**src/rtl/display_scan_controller_if.sv**
```systemverilog
// Signal bundle between the scan controller and its driver/consumer.
// tick is a one-cycle strobe; outputs are register decodes and valid every cycle.
interface display_scan_controller_if #(
    parameter int N_DIG = 6
);
    localparam int IW = $clog2(N_DIG);

    logic                 tick;
    logic [N_DIG*5-1:0]   i_digits;
    logic                 i_lzb;
    logic                 i_freeze;
    logic [N_DIG-1:0]     o_an;
    logic [4:0]           o_digit;
    logic [IW-1:0]        o_idx;
    logic                 o_frame_start;
    logic                 dbg_on;

    modport master (
        output tick, i_digits, i_lzb, i_freeze,
        input  o_an, o_digit, o_idx, o_frame_start, dbg_on
    );

    modport slave (
        input  tick, i_digits, i_lzb, i_freeze,
        output o_an, o_digit, o_idx, o_frame_start, dbg_on
    );
endinterface

```
**src/rtl/display_scan_controller.sv**
```systemverilog
// Time-multiplexed seven-segment scan sequencer with dead-time blanking,
// per-frame digit snapshot and optional leading-zero blanking.
module display_scan_controller #(
    parameter int N_DIG       = 6,
    parameter int ON_TICKS    = 2,
    parameter int BLANK_TICKS = 1
) (
    input  logic                       clk,
    input  logic                       rst,
    display_scan_controller_if.slave   bus
);
    localparam int IW   = $clog2(N_DIG);
    localparam int MAXT = (ON_TICKS > BLANK_TICKS) ? ON_TICKS : BLANK_TICKS;
    localparam int CW   = (MAXT < 2) ? 1 : $clog2(MAXT);

    localparam logic [CW-1:0] ON_LAST    = CW'(ON_TICKS - 1);
    localparam logic [CW-1:0] BLANK_LAST = CW'(BLANK_TICKS - 1);
    localparam logic [IW-1:0] IDX_LAST   = IW'(N_DIG - 1);

    typedef enum logic {
        ST_BLANK = 1'b0,
        ST_ON    = 1'b1
    } state_t;

    state_t               state;
    logic [CW-1:0]        cnt;
    logic [IW-1:0]        idx;
    logic [N_DIG*5-1:0]   snap;
    logic                 frame_start;

    always_ff @(posedge clk) begin
        if (rst) begin
            state       <= ST_BLANK;
            cnt         <= '0;
            idx         <= IDX_LAST;
            snap        <= '0;
            frame_start <= 1'b0;
        end else if (bus.tick) begin
            frame_start <= 1'b0;
            case (state)
                ST_ON: begin
                    if (cnt == ON_LAST) begin
                        state <= ST_BLANK;
                        cnt   <= '0;
                    end else begin
                        cnt <= cnt + 1'b1;
                    end
                end
                default: begin
                    if (cnt == BLANK_LAST) begin
                        state <= ST_ON;
                        cnt   <= '0;
                        // Wrapping back to digit 0 is the only point the digit bus is sampled.
                        if (idx == IDX_LAST) begin
                            idx         <= '0;
                            frame_start <= 1'b1;
                            if (!bus.i_freeze) begin
                                snap <= bus.i_digits;
                            end
                        end else begin
                            idx <= idx + 1'b1;
                        end
                    end else begin
                        cnt <= cnt + 1'b1;
                    end
                end
            endcase
        end else begin
            frame_start <= 1'b0;
        end
    end

    logic [4:0]       digit_sel;
    logic             suppress;
    logic             upper_zero;
    logic [N_DIG-1:0] an;

    // upper_zero accumulates from the MSB down, so at word k it covers words k..N_DIG-1.
    always_comb begin
        digit_sel  = 5'd0;
        suppress   = 1'b0;
        upper_zero = 1'b1;
        for (int k = N_DIG - 1; k >= 0; k--) begin
            upper_zero = upper_zero && (snap[5*k +: 5] == 5'd0);
            if (IW'(k) == idx) begin
                digit_sel = snap[5*k +: 5];
                if (k != 0) begin
                    suppress = bus.i_lzb && upper_zero;
                end
            end
        end
    end

    always_comb begin
        an = '1;
        if (state == ST_ON && !suppress) begin
            for (int k = 0; k < N_DIG; k++) begin
                if (IW'(k) == idx) begin
                    an[k] = 1'b0;
                end
            end
        end
    end

    assign bus.o_an          = an;
    assign bus.o_digit       = digit_sel;
    assign bus.o_idx         = idx;
    assign bus.o_frame_start = frame_start;
    assign bus.dbg_on        = (state == ST_ON);
endmodule
```
**src/flat_wrapper.sv**
```systemverilog
// flat-port wrapper written by rule: the top's interface ports become plain ports
module display_scan_controller_flat 
#(
    parameter int N_DIG       = 6,
    parameter int ON_TICKS    = 2,
    parameter int BLANK_TICKS = 1
)
  (clk, rst, bus_tick, bus_i_digits, bus_i_lzb, bus_i_freeze, bus_o_an, bus_o_digit, bus_o_idx, bus_o_frame_start, bus_dbg_on);
  display_scan_controller_if #(.N_DIG(N_DIG)) bus_i ();
  input  logic clk;
  input  logic rst;
  input wire logic [$bits(bus_i.tick)-1:0] bus_tick;
  input wire logic [$bits(bus_i.i_digits)-1:0] bus_i_digits;
  input wire logic [$bits(bus_i.i_lzb)-1:0] bus_i_lzb;
  input wire logic [$bits(bus_i.i_freeze)-1:0] bus_i_freeze;
  output wire logic [$bits(bus_i.o_an)-1:0] bus_o_an;
  output wire logic [$bits(bus_i.o_digit)-1:0] bus_o_digit;
  output wire logic [$bits(bus_i.o_idx)-1:0] bus_o_idx;
  output wire logic [$bits(bus_i.o_frame_start)-1:0] bus_o_frame_start;
  output wire logic [$bits(bus_i.dbg_on)-1:0] bus_dbg_on;
  assign bus_i.tick = bus_tick;
  assign bus_i.i_digits = bus_i_digits;
  assign bus_i.i_lzb = bus_i_lzb;
  assign bus_i.i_freeze = bus_i_freeze;
  assign bus_o_an = bus_i.o_an;
  assign bus_o_digit = bus_i.o_digit;
  assign bus_o_idx = bus_i.o_idx;
  assign bus_o_frame_start = bus_i.o_frame_start;
  assign bus_dbg_on = bus_i.dbg_on;
  display_scan_controller #(.N_DIG(N_DIG), .ON_TICKS(ON_TICKS), .BLANK_TICKS(BLANK_TICKS)) u_core (.clk(clk), .rst(rst), .bus(bus_i));
endmodule
```
**config.mk**
```make
export PLATFORM = sky130hd
export DESIGN_NAME = display_scan_controller_flat
export DESIGN_NICKNAME = d
export VERILOG_FILES = /design/src/rtl/display_scan_controller_if.sv /design/src/rtl/display_scan_controller.sv /design/src/flat_wrapper.sv
export SDC_FILE = /design/constraint.sdc
export NUM_CORES = 1
export LEC_CHECK = 0
export CORE_UTILIZATION = 48
export DETAILED_ROUTE_END_ITERATION = 10
export PLACE_DENSITY = 0.8
export SLEW_MARGIN = 20
export SYNTH_ARGS = -nofsm -noshare
export SYNTH_HDL_FRONTEND = slang
export SYNTH_SLANG_ARGS = --single-unit
```
**constraint.sdc**
```tcl
create_clock -name clk -period 2.4 [get_ports clk]
set_input_delay 0.24 -clock clk [delete_from_list [all_inputs] [get_ports clk]]
set_output_delay 0.24 -clock clk [all_outputs]
set_load 0.05 [all_outputs]
```
[Word level (Yosys, flattened, before mapping)]
Index checks and enable logic that the tools add are counted.
Word-level totals
  register bits: 36
  word-level logic and storage cells: 61
  output and inout port bits: 16
  input bits: 35
Cells by class
  mux-type cells: 24
  add/sub/neg operators: 2
  bitwise gates (word level): 4
  reduce and logical (&&, ||, !) cells: 20
  eq/ne operators: 6
Operator list (number)
  5-bit two-way mux: 6
  5-bit logical NOT: 5
  1-bit two-way mux: 16
  1-bit logical AND: 10
  2-bit by 3-bit == test with 1-bit output, first input constant: 2
  3-bit == test, first input constant: 2
  6-bit two-way mux: 1
  5-bit AND reduction: 1
  1-bit NOT: 4
  4-bit OR reduction: 1
  3-bit by 1-bit adder with 3-bit output, second input constant: 1
  1-bit by 3-bit == test with 1-bit output, first input constant: 1
  3-bit == test, second input constant: 1
  3-bit logical NOT: 1
  3-bit two-way mux: 1
  3-bit AND reduction: 1
  1-bit adder, second input constant: 1
  1-bit logical NOT: 1

[Longest topological paths before layout]
  depth in word-level cells: 10
  mapped depth: 8

[Worst setup path after synthesis]
No wires, ideal clock.
  path type: flip-flop to output port
  from: register u_core.idx[1] (netlist: u_core.bus.o_idx[1])
  to: output port bus_o_digit[0]
  setup slack: -1.088 ns
  data required time: 2.160 ns
  data arrival time: 3.248 ns
  cell stages (with the launch flop): 9
  path through: dfxtp_1 > clkbuf_1 > and2_1 > ha_1 > clkbuf_1 > nand2_1 > nand3_1 > o31ai_1 > a221oi_1
Between the ends
  word-level cells in the longest chain between the ends: 7
  elaborated cells on any way between the ends: 12
  those cells by class: eq/ne (5); mux (6); reduce/logical (1)
Ends and longest elaborated chain
  start: declaration: line display_scan_controller.sv:27  | logic [IW-1:0] idx;
  start signal: assignment: line display_scan_controller.sv:61  | idx <= idx + 1'b1;
  3-bit == test: line display_scan_controller.sv:85  | if (IW'(k) == idx) begin
  5-bit two-way mux (5 in series): line display_scan_controller.sv:85
  5-bit two-way mux *: line display_scan_controller.sv:85
  end: declaration: line flat_wrapper.sv:17  | output wire logic [$bits(bus_i.o_digit)-1:0] bus_o_digit;
Every way passes the cells marked *; elsewhere a longest branch is shown, timed or not.

[Worst setup path after layout]
  from: register u_core.idx[0] (netlist: u_core.bus.o_idx[0])
  to: output port bus_o_digit[4]
Same word-level chain as after synthesis.

==> results.yml <==
run_status:
  status: "completed"
sta:
  rsz0062_at_grt: "yes"
  slew_violations: 0
  hold_viol_final: 0
  post-route-min-period_ns: 2.39
  tightest_slew_ns: 0.486
  max_freq_ghz: 0.418
  max_slew_margin_pct: 67.5
  fin_skew_ns: 0.00978
  finalSetupViolations: 0
  period_share_pct: 99.6
hold_path:
  whs_endpoint: "u_core.snap[2]"
  hp-start: "u_core.snap[2]"
  hp-class: "reg -> reg"
  holdPathStages: 2
synthesis:
  syn_nets: 282
  ys_seq_area_share_pct: 38.7
  synth_edf_count: 0
  ys_types: 41
  ys_top_cells_by_area: "dfxtp_1, nand2_1, a21oi_1, mux2i_1, nor2_1"
  synth_compound_area_share_pct: 19.6
  synth_xor_area_share_pct: 0.470
  synth_top_family_by_area: "simple AND/OR/NAND/NOR gates"
  synthFlopType: "dfxtp_1"
  synthSimpleGateAreaFrac_pct: 29.6
  synth_mux_area_share_pct: 5.44
  syn_area_mm2: 0.00186
  yosysWarnings: 0
  async_reset_ff_share_pct: 0
  synthAdderAreaFrac_pct: 0.672
  synth_largest_area_cell: "dfxtp_1"
  avgSynthCellArea_um2: 7.57
  yosysTopAreaCellShare_pct: 38.7
  synth-seq-cells: 36
  syn_inst: 246
placed_design:
  dpl.hpwl_um: 3470
  gp_congestion: 0.890
  placed_cells: 337
  port_buffers: 50
power:
  p_leak_nw: 1.04
  cellPowerDensity_mw_per_mm2: 560
  finalPower_mw: 1.55
  ir_drop_v: 0.000445
finish:
  diodes: 0
  nNetsFinal: 336
  fillCellCount: 286
  syn2layout_area_growth_pct: 48.3
  drive_gt1_share_pct: 17.6
  final_cell_mix: "nand2_1, clkdlybuf4s50_1, dfxtp_1"
  stdcell_count: 349
  final_common_cell: "nand2_1"
floorplanning:
  core.rowCount: 22
  io_pins: 51
  die_area_mm2: 0.00413
  start_util_pct: 50.5
  die_width_um: 64.3
  chipHeight_um: 64.3
  placeableCoreArea_mm2: 0.00369
clock_network:
  ctsRootBufferMaster: "clkbuf_8"
  cts_tree: "yes"
  cts_sinks: 36
  cts_buffers: 5
  clk_pin_slew_ns: 0.07
  htree_levels: 2
  clock_path_buffers: 2
  worst_skew_pair.late_latency_ns: 0.29
global_route:
  grt.overflow.total: 0
  grt_util_all_layers_pct: 25.8
  grt_start_max_net_pins: 37
  antenna_found_initial: 0
  grt_pass1_wl_um: 8160
  grt_pass1_vias: 1796
worst_setup_path:
  worst-r2r-setup-slack_ns: 0.46
  cp_top_family: "simple AND/OR/NAND/NOR gates"
  reg2reg_depth: 8
  r2r-start: "u_core.bus.o_idx[0]"
  cp.depth: 9
  critPathBufInv: 2
  cp.required_ns: 2.16
  startpoint_type: "flip-flop"
  r2r-end: "u_core.snap[4]"
  worstPathArrival_ns: 2.15
  slowest_stage: "dfxtp_4"
  path_class: "reg -> out"
  end_kind: "primary output"
  cp_max_fo: 4
  cp_slowest_stage_delay_ns: 0.34
  path_cells: "and2_4 -> ha_4 -> nor3b_4 -> buf_4 -> nand2_2 -> a31oi_1 -> nor2_1 -> a211oi_4 -> buf_12"
flow_run:
  cap_violations: 0
route:
  drt-pass1-iter-count: 5
  routed_via_density: 5.68
  drc: 0
  totalWireLength_um: 4960
  drt.antenna.violating_nets: 0
  drtIter0Drc: 156
  vias: 1983
  wl_per_cell_um: 14.2
[repair_timing]
item / CTS / global route
pin swaps: 0 / 7
setup endpoints to repair: 7 / 9
gates resized for setup: 2 / 8
hold buffers: 0 / 0
setup buffers: 0 / 4
[area by class of cell]
type	count	area [um^2]	share of cell area (%)
clock buffers	7	76.3	2.77
clock inverters	1	5.00	0.181
inverters	3	18.8	0.680
multi-input cells	189	1140	41.5
flip-flops and latches	36	732	26.5
well taps	48	60.1	2.18
repair buffers	65	723	26.2
[how the worst max path moves through the flow]
stage / start / end / slack [ns]
after floorplan: u_core.bus.o_idx[1] / bus_o_digit[0] / 0.02
after global placement: bus_i_lzb / bus_o_an[1] / 0.13
after detailed placement: bus_i_lzb / bus_o_an[1] / 0.08
after CTS: u_core.bus.o_idx[2] / bus_o_an[1] / 0.02
after global routing: u_core.bus.o_idx[0] / bus_o_digit[4] / -0.08
final: u_core.bus.o_idx[0] / bus_o_digit[4] / 0.01
[cells in the mapped netlist (3+ instances only)]
| library cell | n |
|---|---|
| nor2_1 | 16 |
| o311a_1 | 4 |
| a21oi_1 | 33 |
| clkbuf_1 | 10 |
| o2111ai_1 | 3 |
| a31oi_1 | 3 |
| nor3_1 | 3 |
| buf_2 | 8 |
| nor4_1 | 4 |
| nand3_1 | 3 |
| mux2i_1 | 9 |
| nand2_1 | 74 |
| dfxtp_1 | 36 |
| a211oi_1 | 5 |
[stage by stage]
step	utilization [%]	hold slack, ns	setup slack (ns)	cell area [um^2]	TNS [ns]
final	74.8	0.457	0.00999	2760	0
after CTS	73.3	0.458	0.0167	2700	0
after detailed placement	70.9	0.447	0.0824	2610	0
after global placement	70.9	0.442	0.133	2610	0
after floorplan	-	0.335	0.0213	1940	0
after global routing	74.8	0.479	-0.0844	2760	-0.292
[sequential cells by signal (all words and copies together) (netlist names)]
| name | cells |
|---|---|
| u_core.bus.dbg_on | 1 |
| u_core.bus.o_idx | 3 |
| u_core.cnt | 1 |
| u_core.bus.o_frame_start | 1 |
| u_core.snap | 30 |
[report_power, final]
group          internal [mW]  switching, mW  leakage [nW]
Clock                  0.203          0.206        0.0422
Combinational          0.226          0.254         0.702
Sequential             0.626         0.0297         0.294
Total                   1.06          0.490          1.04
[cells by family (layout without fill, tap and decap cells)]
logic type               Yosys count  in the layout
AO/OA/AOI/OAI                     58             58
buffers and inverters             21             76
multiplexers                      10             10
AND/OR/NAND/NOR                  119            119
XOR/XNOR                           1              1
flip-flops                        36             36
adder cells (fa/ha/maj)            1              1
[routing by layer]
| layer | routed length [um] | vias up | track usage, % |
|---|---|---|---|
| li1 | - | 963 | - |
| met5 | 0 | - | 0 |
| met1 | 2080 | 914 | 31.1 |
| met3 | 327 | 16 | 6.61 |
| met2 | 2420 | 90 | 42.6 |
| met4 | 133 | 0 | 11.7 |
[worst reg2reg max path, cell delays in order (launching register included)]
cell and delay (ns):
dfxtp_4 0.34, buf_4 0.33, and3b_1 0.28, nand2_1 0.12
buf_4 0.18, nor2_1 0.12, buf_4 0.25, nand2_1 0.10
a21oi_1 0.14
Note: power is estimated with default switching activity, not from simulation.
==> patch 1: new RTL, same flow settings <==
Register the output `bus.dbg_on`; this adds one clock of latency there.
--- a/src/rtl/display_scan_controller.sv
+++ b/src/rtl/display_scan_controller.sv
@@ -106,5 +106,7 @@
     assign bus.o_digit       = digit_sel;
     assign bus.o_idx         = idx;
     assign bus.o_frame_start = frame_start;
-    assign bus.dbg_on        = (state == ST_ON);
+    always_ff @(posedge clk) begin
+        bus.dbg_on <= (state == ST_ON);
+    end
 endmodule
Behaviour: not the same (Yosys sat finds a counterexample within 4 cycles, from zero or initial values and one cycle with rst high).
==> patch 1 against the unedited design <==
Sequential share of layout area up 0.82 points; design area down 0.36%; power up 2.0%; synthesized area up 1.1%; routed wire length down 6.5%; sequential cell count up 1; critical path type unchanged; largest cell class unchanged; synthesized cell count up 0.41%; setup slack better by 0.091 ns.
==> patch 1: results (changes against the unedited design) <==
| Metric | Value |
|---|---|
| Outcome | finished clean (unchanged) |
| Metal2 WL | 2140 um (was 2420 um) |
| Vias | 1908 (was 1983) |
| Synth Net Count | 283 (was 282) |
| Placement Cell Area | 2630 um^2 (was 2610 um^2) |
| Met3 wire length | 252 um (was 327 um) |
| Area contributors post-synth | dfxtp_1 (39%), nand2_1 (15%), a21oi_1 (8.8%), mux2i_1 (4.8%), nor2_1 (3.2%) (was dfxtp_1 (39%), nand2_1 (15%), a21oi_1 (8.9%), mux2i_1 (4.8%), nor2_1 (3.2%)) |
| Top sig layer | met4 (unchanged) |
| Placer's final routability congestion estimate | 0.922 (was 0.890) |
| Hold Slack | 0.458 ns (was 0.457 ns) |
| Hold worst-path end | u_core.snap[3] (was u_core.snap[2]) |
| Worst slew margin | 67.0% (was 67.5%) |
| Complex-gate fraction of the synthesized area | 19.3% (was 19.6%) |
| WL final | 4630 um (was 4960 um) |
| Xor/xnor cell area share of the yosys netlist | 0.465% (was 0.470%) |
| Leakage | 1.04 nW (about the same) |
| CP Max Fanout | 32 (was 4) |
| Global-route wire length before repair | 7800 um (was 8160 um) |
| Dpl ws | 0.117 ns (was 0.0824 ns) |
| Initial antenna violation count | 0 (unchanged) |
| Mux contribution to synthesized area | 5.39% (was 5.44%) |
| Top Family by Delay on Critical Path | simple AND/OR/NAND/NOR gates (unchanged) |
| Pwr/cell area | 573 nW/um^2 (was 560 nW/um^2) |
| Max VDD drop | 433 uV (was 445 uV) |
| Top cells by count, synth | nand2_1 (74), dfxtp_1 (37), a21oi_1 (33) (was nand2_1 (74), dfxtp_1 (36), a21oi_1 (33)) |
| Setup Skew | 0.00449 ns (was 0.00978 ns) |
| HP Start | u_core.snap[3] (was u_core.snap[2]) |
| Seq/Total Area, Yosys | 39.4% (was 38.7%) |
| Nets | 333 (was 336) |
| Pint | 1.07 mW (was 1.06 mW) |
| Adder and majority gate portion of the synthesized area | 0.665% (was 0.672%) |
| DR pass1 iterations | 4 (was 5) |
| CTS H-tree depth | 2 (unchanged) |
| Initial DRC Count | 100 (was 156) |
| Vias in the first global route | 1714 (was 1796) |
| Layout cells sized above 1 | 16.4% (was 17.6%) |
| RR Endpoint | u_core.snap[27] (was u_core.snap[4]) |
| Reg2Reg Setup Slack | 0.51 ns (was 0.46 ns) |
| GRT Resource Usage Total | 24.3% (was 25.8%) |
| Metal-1 WL | 2140 um (was 2080 um) |
| Arrival time worst endpoint | 2.06 ns (was 2.15 ns) |
==> patch 1: changes by cell type after synthesis, sizes merged <==
cell	change
dfxtp	+1
==> patch 1: layout make-up <==
cell class	instances	area, um^2	share of cell area (%)
Clock buffer	5	68.8	2.50
Sequential cell	37	752	27.3
Timing Repair Buffer	61	693	25.2
Inverter	3	25.0	0.910
Tap cell	48	60.1	2.18
Clock inverter	3	16.3	0.591
Multi-Input combinational cell	189	1130	41.3
==> patch 1: how the worst max path moves through the flow <==
stage,startpoint,endpoint,slack [ns]
floorplan,u_core.bus.o_idx[1],bus_o_digit[0],0.02
global placement,bus_i_lzb,bus_o_an[1],0.13
detailed placement,bus_i_lzb,bus_o_an[1],0.12
CTS,u_core.bus.o_idx[2],bus_o_an[1],0.04
global route,u_core.bus.o_idx[0],bus_o_an[3],0.002
finish,u_core.bus.o_idx[0],bus_o_an[3],0.10
==> patch 1: per-layer routing <==
layer | GRT usage, % | up-vias
met5 | 0 | -
met4 | 11.1 | 0
met3 | 4.75 | 12
met2 | 37.5 | 69
met1 | 32.4 | 871
li1 | - | 956
==> patch 1: metrics by stage <==
step	std cells	util, %
after CTS	346	73.2
after global routing	346	74.0
after global placement	338	70.9
final	346	74.0
after detailed placement	338	70.9
after floorplan	247	-
==> patch 1: repair_timing <==
action,CTS,global route
buffers inserted,0,0
cloned,0,0
gates resized for setup,1,5
pin swaps,0,4
hold buffers,0,0
setup endpoints to repair,4,5
==> patch 1: power groups by stage <==
stage,Clock [mW],Combinational (mW),Sequential [mW]
after floorplan,0,0.264,0.698
after global placement,0,0.459,0.682
after detailed placement,0,0.463,0.683
after CTS,0.432,0.465,0.669
after global routing,0.461,0.505,0.674
final,0.432,0.473,0.670
==> patch 2: new RTL, same settings <==
Without the edit above. `N_DIG` is set to 6 in 3 places; all go to 5.
--- a/src/rtl/display_scan_controller_if.sv
+++ b/src/rtl/display_scan_controller_if.sv
@@ -1,7 +1,7 @@
 // Signal bundle between the scan controller and its driver/consumer.
 // tick is a one-cycle strobe; outputs are register decodes and valid every cycle.
 interface display_scan_controller_if #(
-    parameter int N_DIG = 6
+    parameter int N_DIG = 5
 );
     localparam int IW = $clog2(N_DIG);
 
--- a/src/rtl/display_scan_controller.sv
+++ b/src/rtl/display_scan_controller.sv
@@ -1,7 +1,7 @@
 // Time-multiplexed seven-segment scan sequencer with dead-time blanking,
 // per-frame digit snapshot and optional leading-zero blanking.
 module display_scan_controller #(
-    parameter int N_DIG       = 6,
+    parameter int N_DIG       = 5,
     parameter int ON_TICKS    = 2,
     parameter int BLANK_TICKS = 1
 ) (
--- a/src/flat_wrapper.sv
+++ b/src/flat_wrapper.sv
@@ -1,7 +1,7 @@
 // flat-port wrapper written by rule: the top's interface ports become plain ports
 module display_scan_controller_flat 
 #(
-    parameter int N_DIG       = 6,
+    parameter int N_DIG       = 5,
     parameter int ON_TICKS    = 2,
     parameter int BLANK_TICKS = 1
 )
Interface: changed (resized bus_i_digits and bus_o_an); port bits go from 51 to 45. The function was not compared with the original's and may differ.
==> patch 2 against the unedited design <==
Power is 23% lower; utilization is 1.2 points lower; setup slack improved by 0.067 ns; sequential cell count decreased by 5; routed wire length shrank 18%; design area is 17% lower; critical path depth shrank 4; sequential power shrank 14%; via count down 17%; clock power is 30% lower; synthesized area down 13%.
==> patch 2: results (changes against the unedited design) <==
| Metric | Value |
|---|---|
| Hold Slack | 0.431 ns (was 0.457 ns) |
| Placer's final routability congestion estimate | 0.902 (was 0.890) |
| Fillcell total | 239 (was 286) |
| Complex-gate fraction of the synthesized area | 21.4% (was 19.6%) |
| Top cells by count, synth | nand2_1 (58), a21oi_1 (40), dfxtp_1 (31) (was nand2_1 (74), dfxtp_1 (36), a21oi_1 (33)) |
| Max FFs per register | 25 (was 30) |
| RR Endpoint | u_core.snap[10] (was u_core.snap[4]) |
| Crit path from | u_core.snap[21] (was u_core.bus.o_idx[0]) |
| Worst-skew pair later-pin latency | 0.34 ns (was 0.29 ns) |
| Comb power | 345 uW (was 481 uW) |
| End of the critical path | bus_o_an[0] (was bus_o_digit[4]) |
| Area contributors post-synth | dfxtp_1 (38%), nand2_1 (13%), a21oi_1 (12%), ha_1 (3.9%), buf_6 (2.8%) (was dfxtp_1 (39%), nand2_1 (15%), a21oi_1 (8.9%), mux2i_1 (4.8%), nor2_1 (3.2%)) |
| Hold path depth | 3 (was 2) |
| CTS root buf | clkbuf_4 (was clkbuf_8) |
| Port bufs | 44 (was 50) |
| Hold worst-path end | u_core.snap[17] (was u_core.snap[2]) |
| DR vias/cell | 5.39 (was 5.68) |
| HP Start | bus_i_digits[17] (was u_core.snap[2]) |
| Reg clk slew, reported paths | 0.10 ns (was 0.07 ns) |
| Initial DRC Count | 112 (was 156) |
| Vias in the first global route | 1496 (was 1796) |
| Leakage | 0.868 nW (was 1.04 nW) |
| GRT Resource Usage Total | 25.5% (was 25.8%) |
| Setup Skew | 0.0147 ns (was 0.00978 ns) |
| Seq/Total Area, Yosys | 38.4% (was 38.7%) |
| Largest net degree at the start of global routing | 26 (was 37) |
| Synth Net Count | 250 (was 282) |
| Hpwl dp | 2900 um (was 3470 um) |
| Adder and majority gate portion of the synthesized area | 3.87% (was 0.672%) |
| Synth cell types | 30 (was 41) |
| Post_cts resized | 3 (was 2) |
| Clock power frac | 24.0% (was 26.5%) |
| Placement Cell Area | 2190 um^2 (was 2610 um^2) |
| Mux contribution to synthesized area | 0% (was 5.44%) |
| Biggest cell delay along the critical path | 0.54 ns (was 0.34 ns) |
| Worst slew margin | 64.2% (was 67.5%) |
| Xor/xnor cell area share of the yosys netlist | 0% (was 0.470%) |
| Outcome | finished clean (unchanged) |
| Arrival time worst endpoint | 2.08 ns (was 2.15 ns) |
| Reg2Reg Setup Slack | 0.52 ns (was 0.46 ns) |
| Slowest cell on crit path | or4_4 (was dfxtp_4) |
| Layout cells sized above 1 | 15.4% (was 17.6%) |
==> patch 2: per-stage QoR <==
stage / worst slack, ns / instances / setup TNS [ns]
after floorplan: 0.0263 / 215 / 0
after global placement: 0.381 / 295 / 0
after detailed placement: 0.348 / 295 / 0
after CTS: 0.0114 / 303 / 0
after global routing: -0.0143 / 304 / -0.0280
final: 0.0767 / 304 / 0
==> patch 2: metal layers <==
layer	wire length, um	vias up	track usage, %
li1	-	830	-
met1	1790	737	30.6
met2	1900	53	40.8
met3	239	18	7.36
met4	131	0	14.3
met5	0	-	0
==> patch 2: cell type report <==
type	count	area (um^2)	area share (%)
clock buffer	7	45.0	1.95
inverter	5	18.8	0.814
tap	44	55.1	2.39
multi-input combinational	164	951	41.3
timing repair buffer	52	606	26.3
clock inverter	1	5.00	0.217
sequential	31	624	27.1
==> patch 2: cell families (layout without fill, tap and decap cells) <==
family          Yosys count  count (layout)
fa+ha+maj                 5               5
simple gates            100             100
compound gates           59              59
flops                    31              31
buf+inv                  20              65
